**config.mk**
```make
export PLATFORM = sky130hd
export DESIGN_NAME = id_ex_stage
export DESIGN_NICKNAME = d
export VERILOG_FILES = /design/src/rtl/id_ex_stage.sv
export SDC_FILE = /design/constraint.sdc
export NUM_CORES = 1
export LEC_CHECK = 0
export CELL_PAD_IN_SITES_DETAIL_PLACEMENT = 1
export CELL_PAD_IN_SITES_GLOBAL_PLACEMENT = 2
export CORE_AREA = 2 2 113 115
export DETAILED_ROUTE_END_ITERATION = 12
export DIE_AREA = 0 0 115 117
export DONT_BUFFER_PORTS = 1
export PLACE_DENSITY_LB_ADDON = 0.1
export SYNTH_ARGS = -nofsm -noshare
export SYNTH_HDL_FRONTEND = slang
export SYNTH_SLANG_ARGS = --single-unit
```
**constraint.sdc**
```tcl
create_clock -name clk -period 3.17 [get_ports clk]
set_clock_uncertainty 0.1 [all_clocks]
set_input_delay 0.634 -clock clk [delete_from_list [all_inputs] [get_ports clk]]
set_output_delay 0.634 -clock clk [all_outputs]
set_load 0.01 [all_outputs]
```
**src/rtl/id_ex_stage.sv**
```systemverilog
// ID/EX pipeline register: resolves ALU operands, detects hazards and inserts bubbles.
// Define MIPS_FORWARD_EN to enable EX/MEM forwarding; otherwise RAW hazards stall.

`ifndef ALU_OP_NOP
`define ALU_OP_NOP 4'h0
`endif

module id_ex_stage (
  input  logic        clk,
  input  logic        rst_n,
  input  logic        id_valid,
  output logic        id_ready,
  input  logic [3:0]  id_alu_op,
  input  logic [4:0]  id_rs,
  input  logic [4:0]  id_rt,
  input  logic [31:0] id_rs_val,
  input  logic [31:0] id_rt_val,
  input  logic [15:0] id_imm,
  input  logic        id_use_imm,
  input  logic        id_imm_zext,
  input  logic        id_use_shamt,
  input  logic [4:0]  id_shamt,
  input  logic [4:0]  id_rd,
  input  logic        id_reg_write,
  input  logic        id_mem_read,
  input  logic        flush,
  input  logic [31:0] fwd_ex_data,
  input  logic [4:0]  fwd_mem_rd,
  input  logic        fwd_mem_reg_write,
  input  logic [31:0] fwd_mem_data,
  output logic        ex_valid,
  output logic [3:0]  ex_alu_op,
  output logic [31:0] ex_a,
  output logic [31:0] ex_b,
  output logic [4:0]  ex_rd,
  output logic        ex_reg_write,
  output logic        ex_mem_read,
  output logic [31:0] stall_count
);

  logic        ex_valid_q, ex_valid_d;
  logic [3:0]  ex_alu_op_q, ex_alu_op_d;
  logic [31:0] ex_a_q, ex_a_d;
  logic [31:0] ex_b_q, ex_b_d;
  logic [4:0]  ex_rd_q, ex_rd_d;
  logic        ex_reg_write_q, ex_reg_write_d;
  logic        ex_mem_read_q, ex_mem_read_d;
  logic [31:0] stall_q, stall_d;

  logic        rs_used, rt_used;
  logic        rs_ex_hit, rt_ex_hit, rs_mem_hit, rt_mem_hit;
  logic        hazard;
  logic [31:0] imm_ext, rs_res, rt_res;

  assign rs_used = ~id_use_shamt;
  assign rt_used = ~id_use_imm;

  // Register 0 is hardwired, so it never matches an in-flight writer.
  assign rs_ex_hit  = ex_valid_q & ex_reg_write_q & (ex_rd_q == id_rs) & (id_rs != 5'd0);
  assign rt_ex_hit  = ex_valid_q & ex_reg_write_q & (ex_rd_q == id_rt) & (id_rt != 5'd0);
  assign rs_mem_hit = fwd_mem_reg_write & (fwd_mem_rd == id_rs) & (id_rs != 5'd0);
  assign rt_mem_hit = fwd_mem_reg_write & (fwd_mem_rd == id_rt) & (id_rt != 5'd0);

`ifdef MIPS_FORWARD_EN
  // A load's data is not ready until MEM, so only an EX-stage load stalls.
  assign hazard = ex_mem_read_q & ((rs_used & rs_ex_hit) | (rt_used & rt_ex_hit));

  always_comb begin
    rs_res = id_rs_val;
    if (rs_ex_hit) begin
      rs_res = fwd_ex_data;
    end else if (rs_mem_hit) begin
      rs_res = fwd_mem_data;
    end
    rt_res = id_rt_val;
    if (rt_ex_hit) begin
      rt_res = fwd_ex_data;
    end else if (rt_mem_hit) begin
      rt_res = fwd_mem_data;
    end
  end
`else
  logic unused_fwd;
  assign unused_fwd = ^{fwd_ex_data, fwd_mem_data};

  assign hazard = (rs_used & (rs_ex_hit | rs_mem_hit)) | (rt_used & (rt_ex_hit | rt_mem_hit));
  assign rs_res = id_rs_val;
  assign rt_res = id_rt_val;
`endif

  assign id_ready = ~hazard;
  assign imm_ext  = id_imm_zext ? {16'h0000, id_imm} : {{16{id_imm[15]}}, id_imm};

  always_comb begin
    ex_valid_d     = 1'b0;
    ex_alu_op_d    = `ALU_OP_NOP;
    ex_a_d         = 32'h0;
    ex_b_d         = 32'h0;
    ex_rd_d        = 5'd0;
    ex_reg_write_d = 1'b0;
    ex_mem_read_d  = 1'b0;
    stall_d        = stall_q;
    if (!flush && id_valid && id_ready) begin
      ex_valid_d     = 1'b1;
      ex_alu_op_d    = id_alu_op;
      ex_a_d         = id_use_shamt ? {27'h0, id_shamt} : rs_res;
      ex_b_d         = id_use_imm ? imm_ext : rt_res;
      ex_rd_d        = id_rd;
      ex_reg_write_d = id_reg_write;
      ex_mem_read_d  = id_mem_read;
    end
    if (id_valid && !id_ready && !flush) begin
      stall_d = stall_q + 32'd1;
    end
  end

  always_ff @(posedge clk or negedge rst_n) begin
    if (!rst_n) begin
      ex_valid_q     <= 1'b0;
      ex_alu_op_q    <= `ALU_OP_NOP;
      ex_a_q         <= 32'h0;
      ex_b_q         <= 32'h0;
      ex_rd_q        <= 5'd0;
      ex_reg_write_q <= 1'b0;
      ex_mem_read_q  <= 1'b0;
      stall_q        <= 32'h0;
    end else begin
      ex_valid_q     <= ex_valid_d;
      ex_alu_op_q    <= ex_alu_op_d;
      ex_a_q         <= ex_a_d;
      ex_b_q         <= ex_b_d;
      ex_rd_q        <= ex_rd_d;
      ex_reg_write_q <= ex_reg_write_d;
      ex_mem_read_q  <= ex_mem_read_d;
      stall_q        <= stall_d;
    end
  end

  assign ex_valid     = ex_valid_q;
  assign ex_alu_op    = ex_alu_op_q;
  assign ex_a         = ex_a_q;
  assign ex_b         = ex_b_q;
  assign ex_rd        = ex_rd_q;
  assign ex_reg_write = ex_reg_write_q;
  assign ex_mem_read  = ex_mem_read_q;
  assign stall_count  = stall_q;

endmodule

```
==> Word-level counts from Yosys, hierarchy flattened <==
Cells that the tools add are included.
{ "totals": {"input_bits": 183, "regBits": 108, "output_inout_bits": 109} }
{ "op_classes": {"n_eq_ne": 4, "n_reduce_logical": 7, "mux": 10, "bitwise": 17, "addsub": 1} }
{ "ops": {"columns": ["op", "count"], "rows": [
  ["$mux 32", 5],
  ["$add 32x1->32 const B", 1],
  ["$eq 5x5->1", 4],
  ["$and 1x1->1", 11],
  ["$reduce_bool 5->1", 2],
  ["$mux 5", 1],
  ["$logic_and 1x1->1", 4],
  ["$mux 4", 1],
  ["$mux 1", 3],
  ["$not 1->1", 3],
  ["$or 1x1->1", 3],
  ["$logic_not 1->1", 1]
]} }

==> Depth between registers and ports, before layout <==
{ "logic_depth": {"ltp_word": 9, "depth_mapped": 8, "ltp_nobuf": 6} }

==> Worst setup path before layout <==
No wires, ideal clock.
{ "synth_path": {"kind": "input to output", "startpoint": "in id_rt[4]", "endpoint": "out id_ready", "t_arrival_ps": 1571, "path_slack_ps": 865, "stages": 5, "cell_sequence": "xor2_1 > nor4_1 > a32o_1 > a22oi_1 > clkbuf_1"} }
{ "synth_between": {"elab_chain_cells": 7, "word_cells_on_any_way": 11, "classes_between": "eq/ne (2); bitwise (8); reduce/logical (1)"} }
{ "synth_lines": {"columns": ["item", "line_no", "text"], "rows": [
  ["start, declared", "15", "input logic [4:0] id_rt,"],
  ["$eq 5x5->1, on equally long branches", "60, 62", null],
  ["$and 1x1->1, on equally long branches (2 in series)", "60, 62", null],
  ["$or 1x1->1 (*)", "86", "assign hazard = (rs_used & (rs_ex_hit | rs_mem_hit)) | (rt_used & (rt_ex_hit | rt_mem_hit));"],
  ["$and 1x1->1 (*)", "86", null],
  ["$or 1x1->1 (*)", "86", null],
  ["$not 1->1 (*)", "91", "assign id_ready = ~hazard;"],
  ["end, declared", "12", "output logic id_ready,"]
]} }
Every way passes the cells marked *; elsewhere a longest branch is shown, timed or not.

==> Worst setup path in the final report <==
{ "layout_path": {"startpoint": "reg ex_rd_q[3], in the netlist ex_rd[3]", "endpoint": "reg ex_a_q[10], in the netlist ex_a[10]"} }
{ "layout_between": {"elab_chain_cells": 9, "word_cells_on_any_way": 14, "classes_between": "eq/ne (2); mux (1); bitwise (10); reduce/logical (1)"} }
{ "layout_lines": {"columns": ["item", "line_no", "text"], "rows": [
  ["start, declared", "45", "logic [4:0] ex_rd_q, ex_rd_d;"],
  ["start signal, assigned", "132", "ex_rd_q <= ex_rd_d;"],
  ["$eq 5x5->1, on equally long branches", "59, 60", null],
  ["$and 1x1->1, on equally long branches (2 in series)", "59, 60", null],
  ["$or 1x1->1", "86", null],
  ["$and 1x1->1", "86", null],
  ["$or 1x1->1 (*)", "86", null],
  ["$not 1->1 (*)", "91", null],
  ["$logic_and 1x1->1 (*)", "103", "if (!flush && id_valid && id_ready) begin"],
  ["$mux 32 (*)", "103", null],
  ["named net ex_a_d[10]", "43", "logic [31:0] ex_a_q, ex_a_d;"],
  ["end signal, assigned", "121", "ex_a_q <= 32'h0;"],
  ["end signal, assigned", "130", "ex_a_q <= ex_a_d;"],
  ["end, declared", "43", null]
]} }
Mark *: on every way through the listed nets, which the timed path passes. The rest lies on a longest branch.
A chain may end at the register's enable or synchronous reset.

==> impl_metrics.tcl <==
set metrics [dict create \
    outcome "finished, violations left" \
    failed_checks "negative hold slack" \
    antenna_cells 0 \
    multi_input_area_sq_um 1695 \
    synth-edff-count 0 \
    synth_top_cell_area_share_pct 59.67 \
    path_clk_slew_ps 80 \
    dr.first_iter.drc_count 85 \
    grt_pass1_wl_mm 17.60 \
    max_freq_mhz 354.2 \
    tns_ps 0 \
    dr.pass1.iters 4 \
    grt_overflow 0 \
    post_drt_wl_per_cell_microns 21.88 \
    synth_area_sq_um 4529 \
    antenna_found_initial 0 \
    layout-drive-gt1-share_pct 7.969 \
    switching_share_pct 24.75 \
    worstPathArrival_ps 3000 \
    p_sw_w 0.0006695 \
    fin_crit_ps 2823 \
    comb_power_share_pct 4.0 \
    cp_slowest_cell "nor2_1" \
    start_util_pct 36.79 \
    via_count 2839 \
    dp_hpwl_mm 8.509 \
    critical-path-top-delay-family "simple AND/OR/NAND/NOR gates" \
    synth_fp_nets 573 \
    async_reset_ff_share_pct 100.0 \
    drt_wl_total_mm 11.79 \
    peakVddDrop_v 0.0002242 \
    antenna_left 0 \
    cts_tree "done" \
    placedCellCount 523 \
    dieHeight_microns 117 \
    clk_path_buf_depth 2 \
    worstPathRequired_ps 3340 \
    grt_use_total_pct 17.62 \
    relSlewSlack_pct 19.74 \
    synth-main-ff-cell "dfrtp_1" \
    die_w_microns 115 \
    yosys-top-cells-area "dfrtp_1, xor2_1, mux2i_1" \
    fp.dieArea_sq_um 13460 \
    area_growth_pct 9.779 \
    clk_latency_ps 350 \
    ys_seq_area_share_pct 59.67 \
    powerDensity_nw_per_um2 544.1 \
    root_buffer "clkbuf_16" \
    rsz0062_at_grt "no" \
    fin_crit_sh_pct 89.06 \
    htree_num_levels 3 \
    cts_setup_buffers 0 \
    ys_seq_elements 108 \
    clockPowerShare_pct 41.4 \
    crit_chain "xor2_1 > nor4_1 > a32o_1 > a221o_1 > nor2_1 > and2_1" \
    synth_cell_types 33 \
    yosysMostFrequentCell "dfrtp_1" \
    grt_pass1_vias 3095 \
    fin_hold_ws_ps -121.4 \
    final-setup-viol-count 0 \
    cap_violations 0 \
    p_int_w 0.002036 \
    power_frac_seq_pct 54.6 \
    hold_path.class "primary input to async pin" \
    seq_area_sq_um 2703 \
    yosysWarnings 0 \
    num_io_pins 292 \
    r2r_slack_ps 350 \
    syn_area_per_cell_sq_um 11.64 \
    crit_buf_inv 0 \
    nNetsFinal 568 \
    startpoint_type "flop" \
    grt_max_degree 109 \
    portBuffers 0 \
    netlist_top_cells_count "dfrtp_1, xor2_1, nor2_1" \
    worstMarginPinSlew_ps 1199 \
    cellLeakagePower_nw 2.482 \
    gp_congestion 0.7695 \
    crit_type "flop to flop" \
    hold_viol_final 108 \
    worstSetupEndpointType "flop" \
    vias_per_cell 5.267 \
    cts_sinks 108 \
    cts_made_buffers 9 \
    drc 0 \
    final_core_utilization_pct 40.39 \
    crit_fanout 27 \
    drv_slew 0 \
    num_rows 41 \
    layoutNonFillerInstCount 539 \
    yosysTopAreaCell "dfrtp_1" \
    fillers 1313 \
    core_sq_um 12310 \
    crit_path_max_incr_delay_ps 920 \
    synthCells 389 \
]
[routing by layer]
metal,track usage (%),vias to the layer above,share of wire [%]
li1,-,1281,-
met1,20.79,1394,40
met4,6.024,0,1.6
met5,0,-,0
met3,8.239,15,11
met2,28.55,149,48
[cells in the final DEF, fill, tap and decap left out, drive strengths merged]
cell type,n
a21oi,18
a221o,1
a22oi,1
a32o,2
a32oi,1
and2,28
and3,15
buf,5
clkbuf,9
clkinv,3
dfrtp,108
ha,1
inv,14
mux2,1
mux2i,21
nand2,11
nand2b,18
nand3,11
nand3b,1
nand4,3
nor2,31
nor2b,1
nor3,13
nor4,19
nor4b,1
or3,1
xnor2,10
xor2,41
[power groups by stage]
stage	logic [W]	registers (W)	clock network (W)
after detailed placement	0.000109	0.00151	0
final	0.000107	0.00148	0.00112
after global placement	0.000105	0.00151	0
after CTS	0.000110	0.00148	0.00116
after global routing	0.000121	0.00148	0.00122
after floorplan	0.0000961	0.00149	0
[cell type report]
| cell class | count | share of cell area, % |
|---|---|---|
| Multi-Input combinational cell | 250 | 34.10 |
| Clock buffer | 9 | 4.529 |
| Inverter | 10 | 0.7549 |
| Sequential cell | 108 | 54.35 |
| Clock inverter | 7 | 1.485 |
| Timing Repair Buffer | 5 | 1.007 |
| Tap cell | 150 | 3.775 |
[per-stage QoR]
step | setup slack (ps) | power (W) | instance area (sq um)
6_report | 346.8 | 0.002705 | 4972
5_1_grt | 94.92 | 0.002822 | 4972
4_1_cts | 292.7 | 0.002748 | 4972
3_5_place_dp | 136.4 | 0.001616 | 4673
3_3_place_gp | 198.1 | 0.001613 | 4673
2_1_floorplan | 864.9 | 0.001589 | 4529
[final timing paths]
path | from | end | depth (start not counted)
worst min-delay path | rst_n | ex_rd[3] | 0
worst min register to register | stall_count[31] | stall_count[31] | 1
min in group clk | id_rs_val[20] | ex_a[20] | 1
worst max-delay path | ex_rd[3] | ex_a[10] | 6
worst max register to register | ex_rd[3] | ex_a[10] | 6
max in group asynchronous | rst_n | stall_count[1] | 0
[cells by family after synthesis]
family,after synthesis,share of synthesized area (%)
AO/OA/AOI/OAI,23,3.011
XOR/XNOR,51,9.862
adder cells (fa/ha/maj),1,0.2762
buffers and inverters,31,3.066
flip-flops,108,59.67
multiplexers,22,4.889
AND/OR/NAND/NOR,153,19.23
[registers in the layout, indices dropped and copies added, names as in the netlist]
signal / count
ex_valid: 1
ex_rd: 5
ex_mem_read: 1
stall_count: 32
ex_b: 32
ex_reg_write: 1
ex_alu_op: 4
ex_a: 32
[timing repair]
item | in CTS | in global routing
endpoints found under the setup margin | 0 | 0
gates resized for setup | 0 | 0
endpoints found under the hold margin | 108 | 108
Power figures use the tool's default switching activity.
